===== src/rtl/cbus2axi_pkg.sv =====
// Shared definitions for the cbus2axi bridge: master FSM encoding,
// FIFO word field positions and the address-offset width helper.
package cbus2axi_pkg;

    typedef enum logic [1:0] {
        ST_IDLE   = 2'd0,
        ST_WBURST = 2'd1,
        ST_RWAIT  = 2'd2
    } mstr_st_e;

    function automatic int offw(input int dw);
        return $clog2(dw / 8);
    endfunction

    // command word {amode, cmd, beats, address}
    function automatic int cw_beats_lsb(input int aw);
        return aw;
    endfunction

    function automatic int cw_cmd_pos(input int aw, input int bw);
        return aw + bw;
    endfunction

    function automatic int cw_amode_lsb(input int aw, input int bw);
        return aw + bw + 1;
    endfunction

    // write-data word {last, byten, wdata}
    function automatic int dw_ben_lsb(input int dw);
        return dw;
    endfunction

    function automatic int dw_last_pos(input int dw);
        return dw + dw / 8;
    endfunction

    // read-data word {err, last, rdata}
    function automatic int rd_last_pos(input int dw);
        return dw;
    endfunction

    function automatic int rd_err_pos(input int dw);
        return dw + 1;
    endfunction

endpackage


===== src/rtl/cbus_beat_calc.sv =====
// Beat count of a burst: ceil((bytecnt + address offset) / bytes-per-beat).
// Purely combinational; shared with the AXI-side engine.
module cbus_beat_calc
    import cbus2axi_pkg::*;
#(
    parameter int DW    = 32,
    parameter int BCW   = 10,
    parameter int OFFW  = offw(DW),
    parameter int BEATW = BCW - OFFW + 1
) (
    input  logic [BCW-1:0]   bytecnt,
    input  logic [OFFW-1:0]  addr_off,
    output logic [BEATW-1:0] beats
);

    logic [BCW:0] adj;

    assign adj = {1'b0, bytecnt}
               + {{(BCW + 1 - OFFW){1'b0}}, addr_off};

    // whole beats plus one for any partial tail
    assign beats = adj[BCW:OFFW]
                 + {{(BEATW - 1){1'b0}}, |adj[OFFW-1:0]};

endmodule


===== src/rtl/cbus_mstr_if_wide.sv =====
// CBUS master front-end: turns CBUS bursts into command/write-data FIFO
// pushes, checks write burst length and returns read data with error.
module cbus_mstr_if_wide
    import cbus2axi_pkg::*;
#(
    parameter int DW    = 32,
    parameter int AW    = 32,
    parameter int BCW   = 10,
    parameter int BEATW = BCW - $clog2(DW / 8) + 1
) (
    input  logic                  aclk,
    input  logic                  areset_n,
    input  logic                  cbus_m_req,
    input  logic                  cbus_m_cmd,
    input  logic [AW-1:0]         cbus_m_address,
    input  logic [BCW-1:0]        cbus_m_bytecnt,
    input  logic [1:0]            cbus_m_amode,
    input  logic                  cbus_m_first,
    input  logic                  cbus_m_last,
    input  logic [DW/8-1:0]       cbus_m_byten,
    input  logic [DW-1:0]         cbus_m_wdata,
    output logic                  cbus_m_waccept,
    output logic                  cbus_m_rresp,
    output logic [DW-1:0]         cbus_m_rdatap,
    output logic                  cbus_m_rerr,
    output logic [AW+BEATW+2:0]   cwfifo_datain,
    output logic                  cwfifo_wr_op,
    input  logic                  cwfifo_afull,
    output logic [DW+DW/8:0]      dwfifo_datain,
    output logic                  dwfifo_wr_op,
    input  logic                  dwfifo_afull,
    input  logic [DW+1:0]         rdfifo_dataout,
    input  logic                  rdfifo_empty,
    output logic                  rdfifo_rd_op,
    output logic                  wr_len_err
);

    localparam int OFFW     = offw(DW);
    localparam int CW_BEATS = cw_beats_lsb(AW);
    localparam int CW_CMD   = cw_cmd_pos(AW, BEATW);
    localparam int CW_AMODE = cw_amode_lsb(AW, BEATW);
    localparam int DW_BEN   = dw_ben_lsb(DW);
    localparam int DW_LAST  = dw_last_pos(DW);
    localparam int RD_LAST  = rd_last_pos(DW);
    localparam int RD_ERR   = rd_err_pos(DW);

    mstr_st_e state_q, state_d;

    logic [BEATW-1:0]    beats;
    logic [BEATW-1:0]    cnt_q, exp_q;
    logic [BEATW-1:0]    cnt_nxt, exp_nxt;
    logic [AW+BEATW+2:0] cmd_word;
    logic [DW+DW/8:0]    data_word;
    logic wr_acc, wr_first, rd_push, rd_pop;
    logic cmd_push, len_bad;

    cbus_beat_calc #(
        .DW    (DW),
        .BCW   (BCW),
        .OFFW  (OFFW),
        .BEATW (BEATW)
    ) u_beat_calc (
        .bytecnt  (cbus_m_bytecnt),
        .addr_off (cbus_m_address[OFFW-1:0]),
        .beats    (beats)
    );

    // held off during reset so nothing is accepted mid-reset
    assign wr_acc = areset_n & cbus_m_req & ~cbus_m_cmd
                  & ~dwfifo_afull & (state_q != ST_RWAIT)
                  & (~cbus_m_first | ~cwfifo_afull);

    assign wr_first = wr_acc & cbus_m_first;
    assign rd_push  = (state_q == ST_IDLE) & cbus_m_req
                    & cbus_m_cmd & cbus_m_first & ~cwfifo_afull;
    assign rd_pop   = cbus_m_req & cbus_m_cmd
                    & (state_q == ST_RWAIT) & ~rdfifo_empty;
    assign cmd_push = wr_first | rd_push;

    assign cbus_m_waccept = wr_acc;
    assign cbus_m_rresp   = rd_pop;
    assign rdfifo_rd_op   = rd_pop;

    assign cnt_nxt = cbus_m_first ? {{(BEATW - 1){1'b0}}, 1'b1}
                                  : cnt_q + 1'b1;
    assign exp_nxt = cbus_m_first ? beats : exp_q;

    assign len_bad = wr_acc
                   & ((cbus_m_first & (state_q == ST_WBURST))
                   |  (cbus_m_last  & (cnt_nxt != exp_nxt)));

    always_comb begin
        cmd_word = '0;
        cmd_word[AW-1:0] = cbus_m_address;
        cmd_word[CW_BEATS +: BEATW] = beats;
        cmd_word[CW_CMD] = cbus_m_cmd;
        cmd_word[CW_AMODE +: 2] = cbus_m_amode;
    end

    always_comb begin
        data_word = '0;
        data_word[DW-1:0] = cbus_m_wdata;
        data_word[DW_BEN +: DW/8] = cbus_m_byten;
        data_word[DW_LAST] = cbus_m_last;
    end

    always_comb begin
        state_d = state_q;
        unique case (state_q)
            ST_IDLE: begin
                if (rd_push)
                    state_d = ST_RWAIT;
                else if (wr_first & ~cbus_m_last)
                    state_d = ST_WBURST;
            end
            ST_WBURST: begin
                if (wr_acc & cbus_m_last)
                    state_d = ST_IDLE;
            end
            ST_RWAIT: begin
                if (rd_pop & rdfifo_dataout[RD_LAST])
                    state_d = ST_IDLE;
            end
            default: state_d = ST_IDLE;
        endcase
    end

    always_ff @(posedge aclk or negedge areset_n) begin
        if (!areset_n) begin
            state_q       <= ST_IDLE;
            cnt_q         <= '0;
            exp_q         <= '0;
            cwfifo_wr_op  <= 1'b0;
            cwfifo_datain <= '0;
            dwfifo_wr_op  <= 1'b0;
            dwfifo_datain <= '0;
            cbus_m_rdatap <= '0;
            cbus_m_rerr   <= 1'b0;
            wr_len_err    <= 1'b0;
        end else begin
            state_q      <= state_d;
            cwfifo_wr_op <= cmd_push;
            dwfifo_wr_op <= wr_acc;
            wr_len_err   <= len_bad;
            if (cmd_push)
                cwfifo_datain <= cmd_word;
            if (wr_acc) begin
                dwfifo_datain <= data_word;
                cnt_q         <= cnt_nxt;
                exp_q         <= exp_nxt;
            end
            if (rd_pop) begin
                cbus_m_rdatap <= rdfifo_dataout[DW-1:0];
                cbus_m_rerr   <= rdfifo_dataout[RD_ERR];
            end
        end
    end

endmodule

===== config.mk =====
export PLATFORM = sky130hd
export DESIGN_NAME = cbus_mstr_if_wide
export DESIGN_NICKNAME = d
export VERILOG_FILES = /design/src/rtl/cbus2axi_pkg.sv /design/src/rtl/cbus_beat_calc.sv /design/src/rtl/cbus_mstr_if_wide.sv
export SDC_FILE = /design/constraint.sdc
export NUM_CORES = 1
export LEC_CHECK = 0
export ABC_AREA = 1
export ABC_CLOCK_PERIOD_IN_PS = 3950
export BUFFER_PORTS_ARGS = -buffer_cell sky130_fd_sc_hd__buf_4
export CAP_MARGIN = 10
export CORE_MARGIN = 10
export CORE_UTILIZATION = 50
export DETAILED_ROUTE_END_ITERATION = 7
export GPL_ROUTABILITY_DRIVEN = 0
export PLACE_DENSITY = 0.83
export SLEW_MARGIN = 20
export SYNTH_ARGS = -nofsm -noshare
export SYNTH_HDL_FRONTEND = slang
export SYNTH_HIERARCHICAL = 1
export SYNTH_SLANG_ARGS = --single-unit

===== constraint.sdc =====
create_clock -name aclk -period 3.95 [get_ports aclk]
set_clock_uncertainty 0.2 [all_clocks]
set_input_delay 1.185 -clock aclk [delete_from_list [all_inputs] [get_ports aclk]]
set_output_delay 1.185 -clock aclk [all_outputs]
set_load 0.005 [all_outputs]

# Word-level counts from Yosys, hierarchy flattened
# Cells that the tools add are included.
# classes
n_addsub	3
eq_ne	7
muxes	7
bitwise	28
reduce_logical	3
# ops
cell	n
bitwise AND 1 bit	19
2-to-1 mux 9 bit	2
adder 10 x 2 -> 11 bit	1
adder 9 x 1 -> 9 bit	1
adder 9 x 1 -> 9 bit (second input constant)	1
!= test 9 bit	1
2-to-1 mux 2 bit	4
NOT 1 bit	6
one-hot mux 2 bit (3 select lines)	1
!= test 2 x 1 -> 1 bit (second input constant)	2
!= test 3 x 2 -> 1 bit (second input constant)	1
OR 1 bit	3
AND reduction 3 bit	1
equality test 2 x 1 -> 1 bit (second input constant)	1
equality test 2 bit (second input constant)	1
zero test 2 bit	1
!= test 2 bit (second input constant)	1
OR reduction 2 bit	1
# totals
reg_bits	137
output_inout_bits	120
elab_cells	58

# Longest topological paths before layout
# depth
word_depth	10
ltp_mapped	23
ltp_nobuf	23

# Hierarchy
# Netlist, hierarchy kept.
# by_module_without_submodules
module	instances	cells_per_inst	area_each_um2	seq_area_each_um2
cbus_mstr_if_wide	1	592	5743.0	3428.3
cbus_beat_calc	1	95	495.5	0.0

# Worst setup path after synthesis
# Ideal clock, no wire load.
# synth_timing
path_kind	input -> register
from	in cbus_m_bytecnt[0]
to	reg wr_len_err
setup_ns	0.117
t_arrival_ns	3.422
setup_slack_ns	0.211
stages	18
path_cell_list	ha_1 fa_1 or2_2 ha_1 ha_1 inv_1 nor2_2 nand2_2 nor2_4 nor2_1 nand2_1 o21ai_0 nand3b_1 nand3_1 nor2_1 nand3_1 nand2_1 nand2_1
# synth_between
elab_chain_cells	8
# synth_rtl
element	line	source
start, declared	cbus_mstr_if_wide.sv:16	input logic [BCW-1:0] cbus_m_bytecnt,
adder 10 x 2 -> 11 bit (*)	cbus_beat_calc.sv:19	+ {{(BCW + 1 - OFFW){1'b0}}, addr_off};
OR reduction 2 bit	cbus_beat_calc.sv:23	+ {{(BEATW - 1){1'b0}}, |adj[OFFW-1:0]};
adder 9 x 1 -> 9 bit (*)	cbus_beat_calc.sv:23	
via beats[4]	cbus_mstr_if_wide.sv:49	logic [BEATW-1:0] beats;
2-to-1 mux 9 bit (*)	cbus_mstr_if_wide.sv:86	assign exp_nxt = cbus_m_first ? beats : exp_q;
!= test 9 bit (*)	cbus_mstr_if_wide.sv:90	| (cbus_m_last & (cnt_nxt != exp_nxt)));
bitwise AND 1 bit (*)	cbus_mstr_if_wide.sv:90	
OR 1 bit (*)	cbus_mstr_if_wide.sv:90	
bitwise AND 1 bit (*)	cbus_mstr_if_wide.sv:89	& ((cbus_m_first & (state_q == ST_WBURST))
via len_bad	cbus_mstr_if_wide.sv:55	logic cmd_push, len_bad;
end signal, assigned	cbus_mstr_if_wide.sv:144	wr_len_err <= len_bad;
end, declared	cbus_mstr_if_wide.sv:35	output logic wr_len_err
# The timed path passes the listed nets; every way through them passes the cells marked *.
# A chain may end at the register's enable or synchronous reset.

# Worst setup path after layout
# Same ends and word-level chain as after synthesis.

==> flow_summary.json <==
{
  "status": "finished, final reports clean",
  "top_layer": "met4",
  "drive_gt1_share_pct": 36.8,
  "critPathBufInv": 2,
  "holdBufCountCts": 0,
  "dp_hpwl_um": 13900,
  "root_buffer": "clkbuf_16",
  "dp.cells": 1082,
  "avgSynthCellArea_sq_um": 9.08,
  "crit_fanout": 4,
  "fmaxAchievable_ghz": 0.281,
  "cpPeakStageDelay_ns": 0.42,
  "met3WireLength_um": 1780,
  "max_slew_margin_pct": 49.9,
  "setup_viol": 0,
  "r2r-start": "state_q[1]$_DFFE_PN0P_",
  "io_buffers": 242,
  "antenna_found_initial": 0,
  "gr-total-overflow": 0,
  "wl_met1_um": 6830,
  "yosysWarnings": 6,
  "htree_levels": 4,
  "clk_path_buf_depth": 2,
  "cp.arrival_ns": 3.66,
  "first_pass_iters": 5,
  "fp.dieH_um": 132,
  "end_kind": "register",
  "placed_cell_area_sq_um": 8210,
  "antenna_left": 0,
  "fin_crit_ns": 3.56,
  "die_area_sq_um": 17300,
  "finalHoldViolCount": 0,
  "fin_area_sq_um": 8760,
  "cap_violations": 0,
  "vias": 5349,
  "power_density_nw_per_um2": 686,
  "cts_tree": "done",
  "yosysUniqueCellTypes": 34,
  "path_depth": 19,
  "drt_iter0_markers": 412,
  "grt_util_all_layers_pct": 21.2,
  "rr_worst_depth": 9,
  "ys_ff_latch": 137,
  "synthesis.nets": 816,
  "nFillCells": 918,
  "cts_resized": 0,
  "final_cells": 1113,
  "post_drt_via_cell_ratio": 4.81,
  "hold_depth": 2,
  "crit_chain": "buf_4, ha_1, fa_1, or2_2, ha_1, ha_1, inv_1, nor2_2, nand2_2, nor2_4, nor2_1, nand2_1, o21ai_0, nand3b_1, nand3_1, nor2_1, nand3_1, nand2_1, nand2_1",
  "met2WireLength_um": 9630,
  "cts_buffers": 17,
  "netlist_area_sq_um": 6240,
  "clock_latency_ns": 0.41,
  "fin_crit_sh_pct": 90.1,
  "cp-startpoint": "cbus_m_bytecnt[0]",
  "multi_input_area_sq_um": 2470,
  "core_area_sq_um": 12100,
  "area_growth_syn_to_layout_pct": 40.5,
  "io_pins": 243,
  "tightest_slew_ns": 0.752,
  "critical-path-top-delay-family": "simple AND/OR/NAND/NOR gates",
  "drcViolationCount": 0,
  "ir_drop_v": 0.000507,
  "routedWlPerCell_um": 16.6,
  "hp-start": "dwfifo_datain[17]$_DFFE_PN0N_",
  "final_util_pct": 72.3,
  "cts_sinks": 137,
  "crit_type": "in2reg",
  "wirelength_um": 18500,
  "grt_pass1_vias": 5672,
  "synthCells": 687,
  "worst_path_max_delay_cell": "fa_1",
  "dpl_worst_slack_ns": -0.0469,
  "critPathLaunchType": "primary input",
  "ys_seq_area_share_pct": 55.0,
  "rows": 40,
  "required_ns": 4.05,
  "grt_pass1_wl_um": 29600,
  "timing.setup.tns_ns": 0,
  "nets": 1062,
  "die_w_um": 132,
  "grt_max_degree": 85,
  "hold_class": "reg2reg",
  "path_clk_slew_ns": 0.06,
  "cts_setup_buffers": 0,
  "ff_latch_area_sq_um": 3430,
  "diodes": 0,
  "rsz0062_at_grt": "false",
  "post-route-worst-setup-slack_ns": 0.393,
  "leakage_nw": 4.72,
  "start_util_pct": 51.5,
  "slew_violations": 0
}
==> layout by cell type, fill, tap and decap left out, types with 17 or more instances in the layout <==
cell,instances
mux2_2,17
nand2_1,302
mux2_4,24
inv_1,43
nor2_1,24
o21ai_0,25
nand3_1,33
dfrtp_1,137
buf_4,251
clkbuf_16,17
==> final cells by class <==
| class | count | share of cell area [%] |
|---|---|---|
| sequential | 137 | 39.1 |
| clock buffer | 20 | 5.10 |
| multi-input combinational | 476 | 28.2 |
| tap | 168 | 2.40 |
| inverter | 47 | 2.01 |
| clock inverter | 11 | 1.13 |
| timing repair buffer | 254 | 22.0 |
==> synth_stat cells, drive strengths merged <==
master    n  area [sq um]
a21oi     7          35.0
nor2     31           144
nand2   309          1180
nand3b    1          7.51
and2      1          6.26
o21ai    25           125
nor3      2          15.0
clkbuf   13          48.8
or2       2          12.5
nor4      1          12.5
nand3    33           165
buf      14           118
o21a      2          15.0
inv      47           176
o21bai    3          33.8
nand4     6          37.5
o211ai    1          7.51
xor2      3          26.3
a31oi     1          6.26
mux2     41           552
or3       1          6.26
dfrtp   137          3430
fa        1          20.0
ha        5          62.6
==> flip-flops by register name, summed over array words and instances (netlist names) <==
register       cells
dwfifo_datain     37
cwfifo_wr_op       1
cwfifo_datain     44
cnt_q              9
exp_q              9
cbus_m_rdatap     32
state_q            2
dwfifo_wr_op       1
wr_len_err         1
cbus_m_rerr        1
==> cells by family after synthesis <==
| kind of cell | Yosys count | share of synthesized area (%) |
|---|---|---|
| xor gates and xnor gates | 3 | 0.421 |
| and+or+nand+nor | 387 | 25.4 |
| muxes | 41 | 8.84 |
| AOI/OAI and AO/OA | 39 | 3.57 |
| buffers and inverters | 74 | 5.50 |
| adders and majority gates | 6 | 1.32 |
| DFF | 137 | 55.0 |
==> per-stage QoR <==
| stage | hold slack [ns] | power (mW) |
|---|---|---|
| after detailed placement | 0.259 | 4.59 |
| after global routing | 0.297 | 6.42 |
| after global placement | 0.256 | 4.51 |
| final | 0.269 | 6.01 |
| after floorplan | 0.248 | 3.21 |
| after CTS | 0.274 | 6.10 |
==> routing by layer <==
layer	vias up	global-route usage [%]
li1	2650	-
met1	2492	21.7
met3	22	9.79
met4	0	6.18
met5	-	0
met2	185	37.7
==> path summary, 6_finish.rpt <==
path | slack [ns] | to
hold / removal | 0.27 | dwfifo_datain[17]$_DFFE_PN0N_
setup / recovery | 0.39 | wr_len_err$_DFF_PN0_
hold reg to reg | 0.27 | dwfifo_datain[17]$_DFFE_PN0N_
setup reg to reg | 1.40 | cwfifo_datain[33]$_DFFE_PN0P_
min in group asynchronous | 0.68 | cbus_m_rdatap[9]$_DFFE_PN0P_
max in group asynchronous | 1.67 | dwfifo_wr_op$_DFF_PN0_
==> power breakdown <==
group | internal, mW | switching, mW
registers | 2.05 | 0.381
clock network | 0.877 | 0.596
logic | 1.23 | 0.884
==> worst register-to-register path, cell delays in order (launching register included) <==
cell and delay [ns]:
dfrtp_1 0.38, inv_2 0.07, nor2_2 0.04, nor3_1 0.11, and2_2 0.17, buf_4 0.48
nand2_2 0.16, nand2_2 0.12, buf_12 0.31, mux2_2 0.40
Note: power is estimated with default switching activity, not from simulation.
